==> config.mk <==
export PLATFORM = sky130hd
export DESIGN_NAME = serial_add_sub
export DESIGN_NICKNAME = d
export VERILOG_FILES = /design/src/rtl/serial_add_sub.sv
export SDC_FILE = /design/constraint.sdc
export NUM_CORES = 1
export LEC_CHECK = 0
export CAP_MARGIN = 15
export CORE_MARGIN = 3
export CORE_UTILIZATION = 40
export CTS_CLUSTER_SIZE = 25
export DETAILED_ROUTE_END_ITERATION = 16
export PLACE_DENSITY = 0.77
export SLEW_MARGIN = 20
export SYNTH_ARGS = -nofsm -noshare
export SYNTH_HDL_FRONTEND = slang
export SYNTH_SLANG_ARGS = --single-unit
==> constraint.sdc <==
create_clock -name clk -period 1.7 [get_ports clk]
set_input_delay 0.17 -clock clk [delete_from_list [all_inputs] [get_ports clk]]
set_output_delay 0.17 -clock clk [all_outputs]
set_load 0.005 [all_outputs]
==> src/rtl/serial_add_sub.sv <==
// serial_add_sub: digit-serial adder/subtractor.
//
// Processes DIGIT bits per clock, LSB first, through DIGIT chained full-adder
// cells and a registered carry. An operation takes N = WIDTH/DIGIT RUN cycles;
// done pulses for one cycle when sum/cOut/overflow become valid.
//
// Parameters:
//   WIDTH     operand/result width (>= 2)
//   DIGIT     bits processed per clock (must divide WIDTH)
// Ports:
//   clk       rising-edge clock
//   rstN      asynchronous active-low reset
//   start     request a new operation (accepted in IDLE or DONE)
//   mode      0 = a + b + cIn, 1 = a - b (cIn ignored)
//   a, b      operands, sampled with start
//   cIn       carry-in for add, sampled with start
//   busy      high while an operation is running
//   done      one-cycle pulse when the result becomes valid
//   sum       result, held until the next accepted start
//   cOut      carry-out of the MSB (subtract: 1 = no borrow)
//   overflow  signed overflow (carry into MSB xor carry out of MSB)
module serial_add_sub #(
    parameter int WIDTH = 16,
    parameter int DIGIT = 1
) (
    input  logic             clk,
    input  logic             rstN,
    input  logic             start,
    input  logic             mode,
    input  logic [WIDTH-1:0] a,
    input  logic [WIDTH-1:0] b,
    input  logic             cIn,
    output logic             busy,
    output logic             done,
    output logic [WIDTH-1:0] sum,
    output logic             cOut,
    output logic             overflow
);

    localparam int N  = WIDTH / DIGIT;
    localparam int CW = (N > 1) ? $clog2(N) : 1;
    localparam logic [CW-1:0] LAST = CW'(N - 1);

    if (WIDTH < 2 || DIGIT < 1 || (WIDTH % DIGIT) != 0) begin : g_bad_params
        $fatal(1, "serial_add_sub: WIDTH must be >= 2 and an exact multiple of DIGIT");
    end

    typedef enum logic [1:0] {
        IDLE = 2'd0,
        RUN  = 2'd1,
        DONE = 2'd2
    } state_t;

    state_t           state;
    logic [WIDTH-1:0] a_sh;
    logic [WIDTH-1:0] b_sh;
    logic             carry;
    logic [CW-1:0]    cnt;

    // Carry chain through the DIGIT full-adder cells of this clock.
    logic [DIGIT:0]   chain;
    logic [DIGIT-1:0] dsum;
    logic [WIDTH-1:0] sum_shift;

    // NOTE: every variable gets a default before the loop so no latch is inferred.
    always_comb begin
        chain    = '0;
        dsum     = '0;
        chain[0] = carry;
        for (int i = 0; i < DIGIT; i++) begin
            dsum[i]    = a_sh[i] ^ b_sh[i] ^ chain[i];
            chain[i+1] = (a_sh[i] & b_sh[i]) | (chain[i] & (a_sh[i] ^ b_sh[i]));
        end
    end

    // New result digit enters at the MSB end; after N shifts sum is LSB-aligned.
    if (DIGIT == WIDTH) begin : g_single_digit
        assign sum_shift = dsum;
    end else begin : g_multi_digit
        assign sum_shift = {dsum, sum[WIDTH-1:DIGIT]};
    end

    // NOTE: non-blocking assignments so every register samples pre-edge values.
    always_ff @(posedge clk or negedge rstN) begin
        if (!rstN) begin
            state    <= IDLE;
            busy     <= 1'b0;
            done     <= 1'b0;
            sum      <= '0;
            cOut     <= 1'b0;
            overflow <= 1'b0;
            a_sh     <= '0;
            b_sh     <= '0;
            carry    <= 1'b0;
            cnt      <= '0;
        end else begin
            done <= 1'b0;
            case (state)
                IDLE, DONE: begin
                    if (start) begin
                        a_sh  <= a;
                        // Subtract is a + ~b + 1.
                        b_sh  <= mode ? ~b : b;
                        carry <= mode ? 1'b1 : cIn;
                        sum   <= '0;
                        cnt   <= '0;
                        busy  <= 1'b1;
                        state <= RUN;
                    end else begin
                        busy  <= 1'b0;
                        state <= IDLE;
                    end
                end
                RUN: begin
                    sum   <= sum_shift;
                    a_sh  <= a_sh >> DIGIT;
                    b_sh  <= b_sh >> DIGIT;
                    carry <= chain[DIGIT];
                    if (cnt == LAST) begin
                        // On the last digit chain[DIGIT-1] is the carry into bit WIDTH-1.
                        cOut     <= chain[DIGIT];
                        overflow <= chain[DIGIT] ^ chain[DIGIT-1];
                        done     <= 1'b1;
                        busy     <= 1'b0;
                        state    <= DONE;
                    end else begin
                        cnt <= cnt + 1'b1;
                    end
                end
                default: begin
                    busy  <= 1'b0;
                    state <= IDLE;
                end
            endcase
        end
    end

endmodule

==> metrics.txt, run 1 <==
PD cells between 1500 and 2000 mW/mm^2; cell count after synthesis 221; largest family of logic cells by synthesized area compound AO/OA/AOI/OAI gates; xor and xnor fraction of the mapped netlist area roughly 5.7%; overall power 0.00576 W; endpoint type of the worst setup path flop; number of buffers and inverters on the critical path 1; number of register bits inferred by synthesis slightly below 60; Worst Path Required 1.97 ns; GRT overflow 0; cell depth of the worst setup path 4; Psw approximately 0.002 W; Worst Hold Class input pin to asynchronous set/reset pin; count of final hold-check violations 0; area of the multi-input gates 987 um^2; Die Area 0.00751 mm^2; portion of total power attributed to sequential cells 42.4%; initial antenna violation count 0; Critical Path Source Type flop; finished layout cell area 0.00342 mm^2; standard cell with the maximum stage delay on the critical path sky130_fd_sc_hd__nor2_4; switching part of the total power 33.7%; portion of the clock cycle consumed by the worst path in the final layout between 90 and 100%; total number of vias 1936; DRC viols 0; reg-to-reg slack, setup 0.15 ns; warnings from Yosys 0; effective utilization at floorplan 42.7%; Seq/Total Area, Yosys 56.7%; fillers 546; largest net degree at the start of global routing 60; die boundary height 86.7 um; initial drt markers 131; simple-gate share of the synthesized area 11.2%; quantity of I/O buffers inserted on ports 56; H-tree Lvls 3; fraction of final layout cells sized beyond drive strength 1 a little over a tenth; critical path's largest stage delay 0.56 ns; clock skew after layout roughly 0.0094 ns; arrival time of data at the critical path endpoint roughly 1.8 ns; net count after synthesis 260; routed vias/inst roughly 5.3; DR WL/cell 15.3 um; ANT cells 0; I/O pin total 57; max-capacitance violation count 0; vias in the first global route 1973; part of the power in combinational logic between 30% and 40%; Crit Path Category flop to flop; cell area after technology mapping 0.00260 mm^2; drt total wl about 5.5 mm; Core Rows 28; slew of the pin with the lowest slew margin 0.723 ns; DP HPWL between 3 and 4 mm; compound-cell area share of the yosys netlist between 10% and 20%; CTS tree built; Total Neg Setup Slack 0 ns; outcome finished clean; first-pass GRT wire length between 9 and 10 mm; worst reg2reg path depth 4; post-route minimum period 1.55 ns; first drt pass iteration count 5; area delta synth->final 31.5%; Detail Route Antenna Nets 0; source of the worst register-to-register timing path state[0]$_DFFE_PN0P_; multiplexer area fraction after synthesis ~1.2%; Inserted Clock Buffers 9; adder and majority gate portion of the synthesized area around 1.2%; Reg clk slew, reported paths 0.06 ns; Std-Cell Core Area 0.00610 mm^2; deepest clock path buffer count 2; Worst-Skew Late Latency between 0.3 and 0.4 ns; total leakage power roughly 1.5 nW; number of nets at the end of the flow 322; clock network power share 18.9%; cell-internal power 0.00382 W; CP Cell Sequence buf_4 -> and2b_1 -> nor2_4 -> a221o_1; average instance area after synthesis 11.8 um^2; placer's final routability congestion estimate a little under 0.8; CP endpoint b_sh[6]$_DFFE_PN0P_; unrepaired setup endpoints after global routing false; Register Area 0.00148 mm^2; max-slew violations 0; die width 86.7 um; Final setup viols 0; CP Max Fanout 33; count of cell types in the netlist 34; clk sink count 59; CTS root buffer sky130_fd_sc_hd__clkbuf_8; overall fraction of global-route tracks in use 16.2%; Achievable Freq 644 MHz; Worst R2R End b_sh[6]$_DFFE_PN0P_; placed inst area around 0.0032 mm^2; maximum resistive drop on vdd 936 uV; first element of the critical path state[0]$_DFFE_PN0P_; Max-slew headroom 51.7%; kind of cell adding the most delay to the critical path simple AND/OR/NAND/NOR gates
==> routing by layer <==
layer	wire (um)	track usage [%]
met1	2610	22.3
met5	0	0
met3	283	4.94
met2	2570	24.4
met4	56	5.52
==> cell usage after synthesis <==
| cell | n | area (um^2) |
|---|---|---|
| sky130_fd_sc_hd__a221o_1 | 16 | 160 |
| sky130_fd_sc_hd__nand3_1 | 18 | 90.1 |
| sky130_fd_sc_hd__and4_4 | 1 | 11.3 |
| sky130_fd_sc_hd__nand2b_1 | 2 | 12.5 |
| sky130_fd_sc_hd__and2_1 | 1 | 6.26 |
| sky130_fd_sc_hd__buf_2 | 10 | 50.1 |
| sky130_fd_sc_hd__mux2_1 | 1 | 11.3 |
| sky130_fd_sc_hd__o21ai_0 | 2 | 10.0 |
| sky130_fd_sc_hd__nor2_1 | 15 | 56.3 |
| sky130_fd_sc_hd__a22oi_1 | 14 | 105 |
| sky130_fd_sc_hd__xor2_1 | 1 | 8.76 |
| sky130_fd_sc_hd__o2bb2ai_1 | 1 | 8.76 |
| sky130_fd_sc_hd__nor2b_4 | 1 | 13.8 |
| sky130_fd_sc_hd__mux2i_1 | 2 | 20.0 |
| sky130_fd_sc_hd__o221ai_1 | 1 | 8.76 |
| sky130_fd_sc_hd__buf_4 | 3 | 22.5 |
| sky130_fd_sc_hd__nor3_1 | 1 | 5.00 |
| sky130_fd_sc_hd__inv_1 | 5 | 18.8 |
| sky130_fd_sc_hd__o211ai_1 | 1 | 7.51 |
| sky130_fd_sc_hd__a21o_1 | 2 | 15.0 |
| sky130_fd_sc_hd__o21a_1 | 1 | 7.51 |
| sky130_fd_sc_hd__nor2_4 | 1 | 11.3 |
| sky130_fd_sc_hd__and2b_1 | 1 | 7.51 |
| sky130_fd_sc_hd__a22o_1 | 17 | 149 |
| sky130_fd_sc_hd__fa_1 | 1 | 20.0 |
| sky130_fd_sc_hd__xnor2_1 | 16 | 140 |
| sky130_fd_sc_hd__clkbuf_1 | 1 | 3.75 |
| sky130_fd_sc_hd__ha_1 | 1 | 12.5 |
| sky130_fd_sc_hd__or3_1 | 1 | 6.26 |
| sky130_fd_sc_hd__a21oi_1 | 2 | 10.0 |
| sky130_fd_sc_hd__dfrtp_1 | 59 | 1480 |
| sky130_fd_sc_hd__nand2_1 | 17 | 63.8 |
| sky130_fd_sc_hd__and4_1 | 1 | 8.76 |
| sky130_fd_sc_hd__buf_6 | 4 | 45.0 |
==> metrics by stage <==
step	hold WS [ns]	utilization, %	instances	worst slack [ns]
6_report	0.370	56.2	362	0.147
5_1_grt	0.403	56.2	362	0.0223
4_1_cts	0.367	55.8	359	0.104
3_5_place_dp	0.197	52.9	343	-0.0285
3_3_place_gp	0.196	52.9	343	0.0129
2_1_floorplan	-0.126	-	221	0.348
==> worst reg2reg max path, delay by kind of cell, from the launching register on <==
kind	cells	cell delay, ns
compound gates	1	0.27
simple gates	2	0.77
flops	1	0.34
buf+inv	1	0.11
==> registers in the layout (all words and copies together), names as in the netlist, 2 cells and up <==
signal and flops:
state 2, a_sh 16, b_sh 16, cnt 4, sum 16
==> cell usage in the layout, fill, tap and decap left out, drive strengths merged, types with 3 or more instances in the layout <==
master	count
nor2	16
a22oi	14
clkdlybuf4s50	55
dfrtp	59
buf	13
clkbuf	10
clkinv	3
a221o	16
xnor2	16
a22o	17
inv	5
nand3	18
nand2	17
==> how the worst min path moves through the flow <==
| stage | end | cells after the start | slack (ns) | startpoint |
|---|---|---|---|---|
| floorplan | a_sh[0]$_DFFE_PN0P_ | 0 | -0.13 | rstN |
| global placement | cOut$_DFFE_PN0P_ | 2 | 0.20 | rstN |
| detailed placement | cnt[2]$_DFFE_PN0P_ | 2 | 0.20 | rstN |
| CTS | cnt[2]$_DFFE_PN0P_ | 3 | 0.37 | rstN |
| global route | done$_DFF_PN0_ | 3 | 0.40 | rstN |
| finish | cnt[2]$_DFFE_PN0P_ | 3 | 0.37 | rstN |
==> what timing repair did <==
item                                    in CTS  in global routing
hold buffers                                 1                  0
endpoints found under the hold margin       59                  0
setup buffers                                0                  3
gates resized for setup                      0                  0
endpoints found under the setup margin       0                 16
==> power groups by stage <==
stage	Sequential (W)	Combinational, W	Clock, W
2_1_floorplan	0.00237	0.00150	0
3_3_place_gp	0.00245	0.00213	0
3_5_place_dp	0.00246	0.00220	0
4_1_cts	0.00244	0.00221	0.00114
5_1_grt	0.00253	0.00251	0.00119
6_report	0.00245	0.00223	0.00109
==> cell families (layout without fill, tap and decap cells) <==
group                      count (synthesis)  after routing
AOI/OAI and AO/OA                         57             57
xor gates and xnor gates                  17             17
adders and majority gates                  2              2
buffers and inverters                     23             89
DFF                                       59             59
muxes                                      3              3
and+or+nand+nor                           60             60
==> area by class of cell <==
class,instances,area share (%)
clock buffers,10,4.02
clock inverters,5,0.877
inverters,5,0.548
multi-input cells,139,28.8
flip-flops and latches,59,43.1
well taps,75,2.74
repair buffers,69,19.9
No activity file was read; power rests on OpenSTA's default activity.
==> run 2, diff against run 1 <==
--- a/config.mk
+++ b/config.mk
@@ -6,11 +6,11 @@
 export NUM_CORES = 1
 export LEC_CHECK = 0
 export CAP_MARGIN = 15
-export CORE_MARGIN = 3
-export CORE_UTILIZATION = 40
+export CORE_UTILIZATION = 50
 export CTS_CLUSTER_SIZE = 25
 export DETAILED_ROUTE_END_ITERATION = 16
-export PLACE_DENSITY = 0.77
+export PLACE_DENSITY = 0.9
+export SKIP_CTS_REPAIR_TIMING = 1
 export SLEW_MARGIN = 20
 export SYNTH_ARGS = -nofsm -noshare
 export SYNTH_HDL_FRONTEND = slang
==> metrics.txt, run 2 (synthesized netlist as in run 1, its figures left out) <==
die boundary height roughly 74 um; count of final hold-check violations 0; maximum resistive drop on vdd 1160 uV; overall fraction of global-route tracks in use 24.1%; Core Rows 25; max-capacitance violation count 0; ANT cells 0; Crit Path Category flop to flop; initial drt markers roughly 130; fraction of final layout cells sized beyond drive strength 1 11.4%; kind of cell adding the most delay to the critical path adder cells; slew of the pin with the lowest slew margin 0.505 ns; H-tree Lvls 3; CTS root buffer sky130_fd_sc_hd__clkbuf_8; Max-slew headroom between 60% and 70%; CP Cell Sequence inv_1 -> fa_1 -> xnor2_1 -> mux2_1; vias in the first global route 2016; clock skew after layout 0.00629 ns; I/O pin total 57; first-pass GRT wire length 9.60 mm; arrival time of data at the critical path endpoint 1.67 ns; portion of the clock cycle consumed by the worst path in the final layout 85.0%; GRT overflow 0; standard cell with the maximum stage delay on the critical path sky130_fd_sc_hd__fa_1; unrepaired setup endpoints after global routing false; Worst-Skew Late Latency approximately 0.34 ns; Reg clk slew, reported paths about 0.070 ns; most common cell after layout, fill and taps aside sky130_fd_sc_hd__dfrtp_1; initial antenna violation count 0; most used cells in the layout excluding fill and tap cells sky130_fd_sc_hd__dfrtp_1, sky130_fd_sc_hd__clkdlybuf4s50_1, sky130_fd_sc_hd__nand3_1; clk sink count 59; Detail Route Antenna Nets 0; Achievable Freq between 600 and 700 MHz; Critical Path Source Type flop; max-slew violations 0; outcome finished clean; Worst Hold Class input pin to asynchronous set/reset pin; number of placed instances, taps included between 300 and 400; CP Max Fanout 3; number of nets at the end of the flow 323; DR WL/cell 16.2 um; Std-Cell Core Area a little under 0.005 mm^2; quantity of I/O buffers inserted on ports 56; total number of vias roughly 2k; Worst Hold Slack around 0.33 ns; die width 74.2 um; critical path's largest stage delay 0.45 ns; area delta synth->final 34.2%; placer's final routability congestion estimate 0.805; CTS tree built; fillers 353; endpoint type of the worst setup path flop; post-route insts no fill 356; PD cells 1780 mW/mm^2; Die Area 0.00550 mm^2; routed vias/inst 5.68; largest net degree at the start of global routing 26; first drt pass iteration count 4; Worst Path Required approximately 1.9 ns; Inserted Clock Buffers 9; number of buffers and inverters on the critical path 1; effective utilization at floorplan 53.4%; Total Neg Setup Slack 0 ns; post-route minimum period 1.45 ns; drt total wl 5.78 mm; DRC viols 0; largest registers a_sh x16, b_sh x16, sum x16; total leakage power 1.55 nW; Final setup viols 0; share of the core filled with cells 71.6%; DP HPWL 3.83 mm; deepest clock path buffer count 2
-- run 2: worst paths after layout --
path | start | to | slack [ns] | depth (start not counted)
min in group clk | a[11] | a_sh[11]$_DFFE_PN0P_ | 0.43 | 3
worst max register to register | b_sh[0]$_DFFE_PN0P_ | overflow$_DFFE_PN0P_ | 0.25 | 4
worst min-delay path | rstN | b_sh[11]$_DFFE_PN0P_ | 0.33 | 2
worst min register to register | busy$_DFFE_PN0P_ | busy$_DFFE_PN0P_ | 0.48 | 1
worst max-delay path | b_sh[0]$_DFFE_PN0P_ | overflow$_DFFE_PN0P_ | 0.25 | 4
max in group asynchronous | rstN | done$_DFF_PN0_ | 0.78 | 3
-- run 2: layer usage --
metal  vias up  track usage, %  share of wire [%]  routed length (um)
li1        932               -                  -                   -
met1      1006            30.2                 44                2550
met2        64            38.1                 48                2770
met3        19            7.18                4.8                 275
met4         0            12.6                3.2                 185
met5         -               0                  0                   0
-- run 2: per-stage QoR --
step	setup slack (ns)	area (um^2)	total power, W
6_report	0.254	3490	0.00622
5_1_grt	0.195	3490	0.00663
4_1_cts	0.250	3480	0.00625
3_5_place_dp	0.137	3260	0.00474
3_3_place_gp	0.189	3260	0.00462
2_1_floorplan	0.348	2600	0.00387
-- run 2: area by class of cell --
cell class	instances	area, um^2	area share [%]
inverter	5	18.8	0.537
timing repair buffer	70	701	20.1
sequential	59	1480	42.3
clock inverter	6	88.8	2.54
tap	67	83.8	2.40
clock buffer	10	138	3.94
multi-input combinational	139	987	28.3
-- run 2: report_power, final --
| group | switching (W) | internal [W] |
|---|---|---|
| registers | 0.000441 | 0.00203 |
| logic | 0.00103 | 0.00127 |
| clock network | 0.000586 | 0.000864 |
| total | 0.00206 | 0.00416 |
-- run 2: worst register-to-register path, cell delays in order (launching register included) --
cell and delay (ns):
sky130_fd_sc_hd__dfrtp_1 0.38, sky130_fd_sc_hd__inv_1 0.07, sky130_fd_sc_hd__fa_1 0.45, sky130_fd_sc_hd__xnor2_1 0.15
sky130_fd_sc_hd__mux2_1 0.29
==> run 3, diff against run 2 <==
--- a/config.mk
+++ b/config.mk
@@ -5,7 +5,7 @@
 export SDC_FILE = /design/constraint.sdc
 export NUM_CORES = 1
 export LEC_CHECK = 0
-export CAP_MARGIN = 15
+export CAP_MARGIN = 20
 export CORE_UTILIZATION = 50
 export CTS_CLUSTER_SIZE = 25
 export DETAILED_ROUTE_END_ITERATION = 16
==> results of run 3 <==
No change in the layout: final DEF, timing and power equal those of run 2.
